[config.mk]
export PLATFORM = sky130hd
export DESIGN_NAME = uart_rx_ctrl_flat
export DESIGN_NICKNAME = d
export VERILOG_FILES = /design/src/rtl/uart_rx_ctrl_pkg.sv /design/src/rtl/uart_rx_ctrl_if.sv /design/src/rtl/sync_2ff.sv /design/src/rtl/uart_rx_ctrl.sv /design/src/flat_wrapper.sv
export SDC_FILE = /design/constraint.sdc
export NUM_CORES = 1
export LEC_CHECK = 0
export ABC_CLOCK_PERIOD_IN_PS = 2500
export CORE_AREA = 5 5 67 69
export DETAILED_ROUTE_END_ITERATION = 16
export DIE_AREA = 0 0 72 74
export PLACE_DENSITY_LB_ADDON = 0.12
export SLEW_MARGIN = 20
export SYNTH_ARGS = -nofsm -noshare
export SYNTH_HDL_FRONTEND = slang
export SYNTH_SLANG_ARGS = --single-unit
[constraint.sdc]
create_clock -name clk -period 2.5 [get_ports clk]
set_input_delay 0.5 -clock clk [delete_from_list [all_inputs] [get_ports clk]]
set_output_delay 0.5 -clock clk [all_outputs]
set_load 0.02 [all_outputs]
[src/rtl/uart_rx_ctrl_pkg.sv]
// uart_pkg: shared types and constants for the UART receive path.
//   uart_rx_state_t           - receive FSM state encoding
//   UART_DATA_BITS            - data bits per frame (8)
//   UART_DEFAULT_CLKS_PER_BIT - 25 MHz / 115200 baud
// Optional feature macro: UART_RX_PARITY_EN adds the PARITY state (8E1 frame).
package uart_pkg;

  localparam int UART_DATA_BITS            = 8;
  localparam int UART_DEFAULT_CLKS_PER_BIT = 217;

  typedef enum logic [2:0] {
    ST_IDLE,
    ST_START,
    ST_DATA,
`ifdef UART_RX_PARITY_EN
    ST_PARITY,
`endif
    ST_STOP,
    ST_WAIT_IDLE
  } uart_rx_state_t;

endpackage

[src/rtl/uart_rx_ctrl_if.sv]
// uart_rx_ctrl_if: received-byte bus from the UART receiver to its consumer.
//   rx_data       - last good byte (held until the next good byte)
//   rx_valid      - one-cycle strobe, rx_data updated this cycle
//   rx_frame_err  - one-cycle strobe, stop bit sampled low
//   rx_parity_err - one-cycle strobe, parity mismatch (UART_RX_PARITY_EN only)
//   rx_busy       - receiver not idle
//   rx_state      - debug view of the receive FSM state
// Handshake: valid-only, no ready. The consumer must capture rx_data in the
// cycle rx_valid is high; there is no backpressure and no retry.
// Modports: master = receiver (drives), slave = consumer (observes).
interface uart_rx_ctrl_if;
  import uart_pkg::*;

  logic [UART_DATA_BITS-1:0] rx_data;
  logic                      rx_valid;
  logic                      rx_frame_err;
`ifdef UART_RX_PARITY_EN
  logic                      rx_parity_err;
`endif
  logic                      rx_busy;
  uart_rx_state_t            rx_state;

  modport master (
    output rx_data, rx_valid, rx_frame_err,
`ifdef UART_RX_PARITY_EN
    output rx_parity_err,
`endif
    output rx_busy, rx_state
  );

  modport slave (
    input rx_data, rx_valid, rx_frame_err,
`ifdef UART_RX_PARITY_EN
    input rx_parity_err,
`endif
    input rx_busy, rx_state
  );

endinterface

[src/rtl/sync_2ff.sv]
// sync_2ff: 1-bit two-flop synchroniser for asynchronous pin inputs.
//   clk, rst - destination clock, synchronous active-high reset
//   d_i      - asynchronous input
//   q_o      - synchronised output, 2 cycles of latency
// RST_VAL sets the reset value of both flops (the idle level of the pin).
module sync_2ff #(
  parameter logic RST_VAL = 1'b1
) (
  input  logic clk,
  input  logic rst,
  input  logic d_i,
  output logic q_o
);

  logic meta_q;
  logic sync_q;

  always_ff @(posedge clk) begin
    if (rst) begin
      meta_q <= RST_VAL;
      sync_q <= RST_VAL;
    end else begin
      meta_q <= d_i;
      sync_q <= meta_q;
    end
  end

  assign q_o = sync_q;

endmodule

[src/rtl/uart_rx_ctrl.sv]
// uart_rx_ctrl: UART receive sequencer (8N1, or 8E1 with UART_RX_PARITY_EN).
//   clk   - system clock
//   rst   - synchronous active-high reset
//   rxd   - raw UART line, asynchronous, idle high
//   rx_if - uart_rx_ctrl_if.master: byte, strobes, busy and FSM debug state
// The start bit is confirmed at its centre; every later bit (data, parity,
// stop) is sampled exactly CLKS_PER_BIT cycles after the previous sample.
// Build macro: UART_RX_PARITY_EN adds the even-parity bit and rx_parity_err.
module uart_rx_ctrl
  import uart_pkg::*;
#(
  parameter int CLKS_PER_BIT = UART_DEFAULT_CLKS_PER_BIT
) (
  input  logic           clk,
  input  logic           rst,
  input  logic           rxd,
  uart_rx_ctrl_if.master rx_if
);

  localparam int             CW       = $clog2(CLKS_PER_BIT);
  localparam logic [CW-1:0]  HALF_CNT = CW'((CLKS_PER_BIT - 1) / 2);
  localparam logic [CW-1:0]  FULL_CNT = CW'(CLKS_PER_BIT - 1);
  localparam logic [2:0]     LAST_BIT = 3'(UART_DATA_BITS - 1);

  logic rxs;

  sync_2ff #(.RST_VAL(1'b1)) u_sync (
    .clk (clk),
    .rst (rst),
    .d_i (rxd),
    .q_o (rxs)
  );

  uart_rx_state_t            state_q, state_d;
  logic [CW-1:0]             clk_cnt_q, clk_cnt_d;
  logic [2:0]                bit_idx_q, bit_idx_d;
  logic [UART_DATA_BITS-1:0] shift_q, shift_d;
  logic [UART_DATA_BITS-1:0] rx_data_q, rx_data_d;
  logic                      rx_valid_q, rx_valid_d;
  logic                      frame_err_q, frame_err_d;
  logic                      busy_q, busy_d;
`ifdef UART_RX_PARITY_EN
  logic                      par_q, par_d;
  logic                      parity_err_q, parity_err_d;
`endif

  always_comb begin
    state_d     = state_q;
    clk_cnt_d   = clk_cnt_q + CW'(1);
    bit_idx_d   = bit_idx_q;
    shift_d     = shift_q;
    rx_data_d   = rx_data_q;
    rx_valid_d  = 1'b0;
    frame_err_d = 1'b0;
`ifdef UART_RX_PARITY_EN
    par_d        = par_q;
    parity_err_d = 1'b0;
`endif

    case (state_q)
      ST_IDLE: begin
        clk_cnt_d = '0;
        if (!rxs) state_d = ST_START;
      end

      ST_START: begin
        // Mid start bit: a line that has gone high again was a glitch.
        if (clk_cnt_q == HALF_CNT) begin
          clk_cnt_d = '0;
          bit_idx_d = '0;
          state_d   = rxs ? ST_IDLE : ST_DATA;
        end
      end

      ST_DATA: begin
        if (clk_cnt_q == FULL_CNT) begin
          clk_cnt_d          = '0;
          shift_d[bit_idx_q] = rxs;
          if (bit_idx_q == LAST_BIT) begin
`ifdef UART_RX_PARITY_EN
            state_d = ST_PARITY;
`else
            state_d = ST_STOP;
`endif
          end else begin
            bit_idx_d = bit_idx_q + 3'd1;
          end
        end
      end

`ifdef UART_RX_PARITY_EN
      ST_PARITY: begin
        if (clk_cnt_q == FULL_CNT) begin
          clk_cnt_d = '0;
          par_d     = rxs;
          state_d   = ST_STOP;
        end
      end
`endif

      ST_STOP: begin
        // Leaving at mid stop bit leaves half a bit of margin to catch a
        // back-to-back start edge.
        if (clk_cnt_q == FULL_CNT) begin
          clk_cnt_d = '0;
          if (rxs) begin
            rx_data_d  = shift_q;
            rx_valid_d = 1'b1;
`ifdef UART_RX_PARITY_EN
            // Even parity: data plus parity bit must hold an even count of ones.
            parity_err_d = ^{shift_q, par_q};
`endif
            state_d = ST_IDLE;
          end else begin
            frame_err_d = 1'b1;
            state_d     = ST_WAIT_IDLE;
          end
        end
      end

      ST_WAIT_IDLE: begin
        // Absorb a break: wait for the line to return high before hunting.
        clk_cnt_d = '0;
        if (rxs) state_d = ST_IDLE;
      end

      default: begin
        clk_cnt_d = '0;
        state_d   = ST_IDLE;
      end
    endcase

    busy_d = (state_d != ST_IDLE);
  end

  always_ff @(posedge clk) begin
    if (rst) begin
      state_q      <= ST_IDLE;
      clk_cnt_q    <= '0;
      bit_idx_q    <= '0;
      shift_q      <= '0;
      rx_data_q    <= '0;
      rx_valid_q   <= 1'b0;
      frame_err_q  <= 1'b0;
      busy_q       <= 1'b0;
`ifdef UART_RX_PARITY_EN
      par_q        <= 1'b0;
      parity_err_q <= 1'b0;
`endif
    end else begin
      state_q      <= state_d;
      clk_cnt_q    <= clk_cnt_d;
      bit_idx_q    <= bit_idx_d;
      shift_q      <= shift_d;
      rx_data_q    <= rx_data_d;
      rx_valid_q   <= rx_valid_d;
      frame_err_q  <= frame_err_d;
      busy_q       <= busy_d;
`ifdef UART_RX_PARITY_EN
      par_q        <= par_d;
      parity_err_q <= parity_err_d;
`endif
    end
  end

  assign rx_if.rx_data       = rx_data_q;
  assign rx_if.rx_valid      = rx_valid_q;
  assign rx_if.rx_frame_err  = frame_err_q;
`ifdef UART_RX_PARITY_EN
  assign rx_if.rx_parity_err = parity_err_q;
`endif
  assign rx_if.rx_busy       = busy_q;
  assign rx_if.rx_state      = state_q;

endmodule

[src/flat_wrapper.sv]
// flat-port wrapper written by rule: the top's interface ports become plain ports
module uart_rx_ctrl_flat import uart_pkg::*;
#(
  parameter int CLKS_PER_BIT = UART_DEFAULT_CLKS_PER_BIT
)
  (clk, rst, rxd, rx_if_rx_data, rx_if_rx_valid, rx_if_rx_frame_err, rx_if_rx_busy, rx_if_rx_state);
  uart_rx_ctrl_if rx_if_i ();
  input  logic clk;
  input  logic rst;
  input  logic rxd;
  output wire logic [$bits(rx_if_i.rx_data)-1:0] rx_if_rx_data;
  output wire logic [$bits(rx_if_i.rx_valid)-1:0] rx_if_rx_valid;
  output wire logic [$bits(rx_if_i.rx_frame_err)-1:0] rx_if_rx_frame_err;
  output wire logic [$bits(rx_if_i.rx_busy)-1:0] rx_if_rx_busy;
  output wire logic [$bits(rx_if_i.rx_state)-1:0] rx_if_rx_state;
  assign rx_if_rx_data = rx_if_i.rx_data;
  assign rx_if_rx_valid = rx_if_i.rx_valid;
  assign rx_if_rx_frame_err = rx_if_i.rx_frame_err;
  assign rx_if_rx_busy = rx_if_i.rx_busy;
  assign rx_if_rx_state = rx_if_i.rx_state;
  uart_rx_ctrl #(.CLKS_PER_BIT(CLKS_PER_BIT)) u_core (.clk(clk), .rst(rst), .rxd(rxd), .rx_if(rx_if_i));
endmodule
==> flow_summary.json <==
{
  "yosysWarnings": 0,
  "multi_input_area_um2": 856,
  "postRouteAntennaNets": 0,
  "place.gp.congestion": 0.877,
  "path_cells": "clkdlybuf4s50_1",
  "grt_setup_unrepaired": "false",
  "synth_edf_count": 0,
  "drv_slew": 0,
  "status": "complete, no violations",
  "start_util": 0.421,
  "rows": 23,
  "end_kind": "output pin",
  "clockBufferDepth": 2,
  "netlist_instances": 172,
  "first_pass_iters": 4,
  "antenna_found_initial": 0,
  "track_usage": 0.129,
  "synth_nets": 179,
  "clock-sinks": 35,
  "worstPathArrival_ps": 1420,
  "clk_latency_ps": 280,
  "finalCritPeriodShare": 0.767,
  "min_period_ps": 1920,
  "vias": 1265,
  "cp-start-kind": "flop",
  "post-dp-hpwl_um": 2330,
  "grt_max_degree": 15,
  "area_growth_pct": 17.5,
  "core-area_um2": 3860,
  "fin_setup_tns_ps": 0,
  "worst_path_max_delay_cell": "clkdlybuf4s50_1",
  "relSlewSlack": 0.606,
  "clk_pin_slew_ps": 60,
  "drive_above_1_share": 0.132,
  "criticalPathCategory": "reg2out",
  "ys_types": 46,
  "finalHoldViolations": 0,
  "diodes": 0,
  "drt-total-wl_um": 3150,
  "ctsResizeCount": 0,
  "finalClockSkew_ps": 6.21,
  "worstPathMaxFanout": 10,
  "die_w_um": 72,
  "n_fill_cell": 398,
  "cts_made_buffers": 5,
  "tightest_slew_ps": 589,
  "stdcell_count": 240,
  "die_area_um2": 5330,
  "io_buffer_count": 16,
  "drt_iter0_drc": 44,
  "drc": 0,
  "syn-cell-area_um2": 1630,
  "setup_violations": 0,
  "avgSynthCellArea_um2": 9.45,
  "cts_tree": "yes",
  "grt_pass1_wl_um": 5390,
  "maxCapViolCount": 0,
  "power.leakage_nw": 0.714,
  "peakVddDrop_mv": 0.273,
  "overflow": 0,
  "wire_per_inst_um": 13.1,
  "crit_family": "buffers and inverters",
  "fmax_mhz": 521,
  "path_buf_inv": 1,
  "power_mw": 0.975,
  "power.density_nw_per_um2": 511,
  "fp.dieH_um": 74,
  "slowest_delay_ps": 660,
  "htree_levels": 2,
  "vias_per_cell": 5.27,
  "postCtsSetupBuffers": 0,
  "ys_seq_area_frac": 0.431,
  "grt_pass1_vias": 1173,
  "cts_root_buffer": "clkbuf_8",
  "dp.cells": 232,
  "critical_path_required_ps": 2000,
  "yosys_register_bits": 35,
  "hold_class": "reg2reg",
  "ios": 17,
  "synthArstFlopShare": 0,
  "nNetsFinal": 196,
  "ctsHoldBuffers": 0,
  "regArea_um2": 701,
  "synthFlopType": "dfxtp_1"
}
layer usage:
| metal | up-vias | GRT usage | part of all wire |
|---|---|---|---|
| li1 | 638 | - | - |
| met1 | 596 | 0.161 | 0.45 |
| met2 | 20 | 0.202 | 0.48 |
| met3 | 11 | 0.0419 | 0.039 |
| met4 | 0 | 0.0668 | 0.029 |
| met5 | - | 0 | 0 |
layout make-up:
cell class	count	share of cell area
inverter	7	0.0138
tap	50	0.0328
sequential	35	0.367
clock inverter	1	0.00262
clock buffer	7	0.0400
multi-input combinational	121	0.448
timing repair buffer	19	0.0957
report_power, final:
part	internal [mW]	leakage, nW	switching [mW]
Combinational	0.0149	0.389	0.0175
Clock	0.195	0.0422	0.184
Sequential	0.561	0.283	0.00258
final timing paths:
| check | startpoint | slack [ps] | endpoint | depth (start not counted) |
|---|---|---|---|---|
| worst min register to register | u_core.u_sync.meta_q$_SDFF_PP1_ | 410 | u_core.u_sync.q_o$_SDFF_PP1_ | 1 |
| worst max-delay path | u_core.rx_if.rx_state[0]$_SDFF_PP0_ | 580 | rx_if_rx_state[0] | 1 |
| worst max register to register | u_core.clk_cnt_q[3]$_SDFF_PP0_ | 610 | u_core.rx_if.rx_data[5]$_SDFFE_PP0P_ | 4 |
| worst min-delay path | u_core.u_sync.meta_q$_SDFF_PP1_ | 410 | u_core.u_sync.q_o$_SDFF_PP1_ | 1 |
logic make-up (layout without fill, tap and decap cells):
family | after synthesis | after routing | synth area share
mux | 8 | 8 | 0.0493
simple gates | 73 | 73 | 0.279
xor+xnor | 6 | 6 | 0.0323
compound gates | 30 | 30 | 0.136
buf+inv | 16 | 34 | 0.0423
fa+ha+maj | 4 | 4 | 0.0308
flops | 35 | 35 | 0.431
sequential cells by signal, summed over array words and instances (netlist names):
register and cells:
u_core.rx_if.rx_frame_err 1, u_core.rx_if.rx_data 8, u_core.bit_idx_q 3, u_core.clk_cnt_q 8, u_core.u_sync.meta_q 1, u_core.shift_q 8
u_core.u_sync.q_o 1, u_core.rx_if.rx_valid 1, u_core.rx_if.rx_state 3, u_core.rx_if.rx_busy 1
placed cells by master (no fill, tap or decap), types with 3 or more instances in the layout:
cell type / netlist / routed
dfxtp_1: 35 / 35
nor2_1: 23 / 23
clkdlybuf4s50_1: 0 / 16
nand3_1: 11 / 11
a21oi_1: 8 / 8
mux2i_1: 8 / 8
inv_1: 7 / 7
nand2_1: 5 / 5
nand4_1: 5 / 5
clkbuf_8: 0 / 5
o21ai_0: 4 / 4
and3_1: 4 / 4
xnor2_1: 4 / 4
ha_1: 4 / 4
nor2b_1: 3 / 3
a21boi_0: 3 / 3
o21ba_2: 3 / 3
a21bo_2: 3 / 3
nor4_1: 3 / 3
buf_4: 2 / 3
cells in the mapped netlist, types with 2 or more instances:
cell / count / area, um2
nor4_4: 2 / 42.5
nand3b_1: 2 / 15.0
xnor2_1: 4 / 35.0
ha_1: 4 / 50.1
buf_4: 2 / 15.0
dfxtp_1: 35 / 701
nor2b_1: 3 / 18.8
a21bo_2: 3 / 30.0
nand4_1: 5 / 31.3
nand2_1: 5 / 18.8
nand3_1: 11 / 55.1
nor2_1: 23 / 86.3
o21ba_2: 3 / 30.0
nor4_1: 3 / 18.8
a21oi_1: 8 / 40.0
or2_2: 2 / 12.5
clkbuf_1: 5 / 18.8
mux2i_1: 8 / 80.1
a21boi_0: 3 / 22.5
nand2b_1: 2 / 12.5
and3_1: 4 / 25.0
inv_1: 7 / 26.3
xor2_1: 2 / 17.5
o21ai_0: 4 / 20.0
per-stage QoR:
step	setup WS, ps	hold WS (ps)	utilization	cell area (um2)
6_report	581	413	0.495	1910
5_1_grt	443	447	0.495	1910
4_1_cts	557	414	0.495	1910
3_5_place_dp	590	398	0.474	1830
3_3_place_gp	628	392	0.474	1830
2_1_floorplan	714	389	-	1630
No activity file was read; power rests on OpenSTA's default activity.
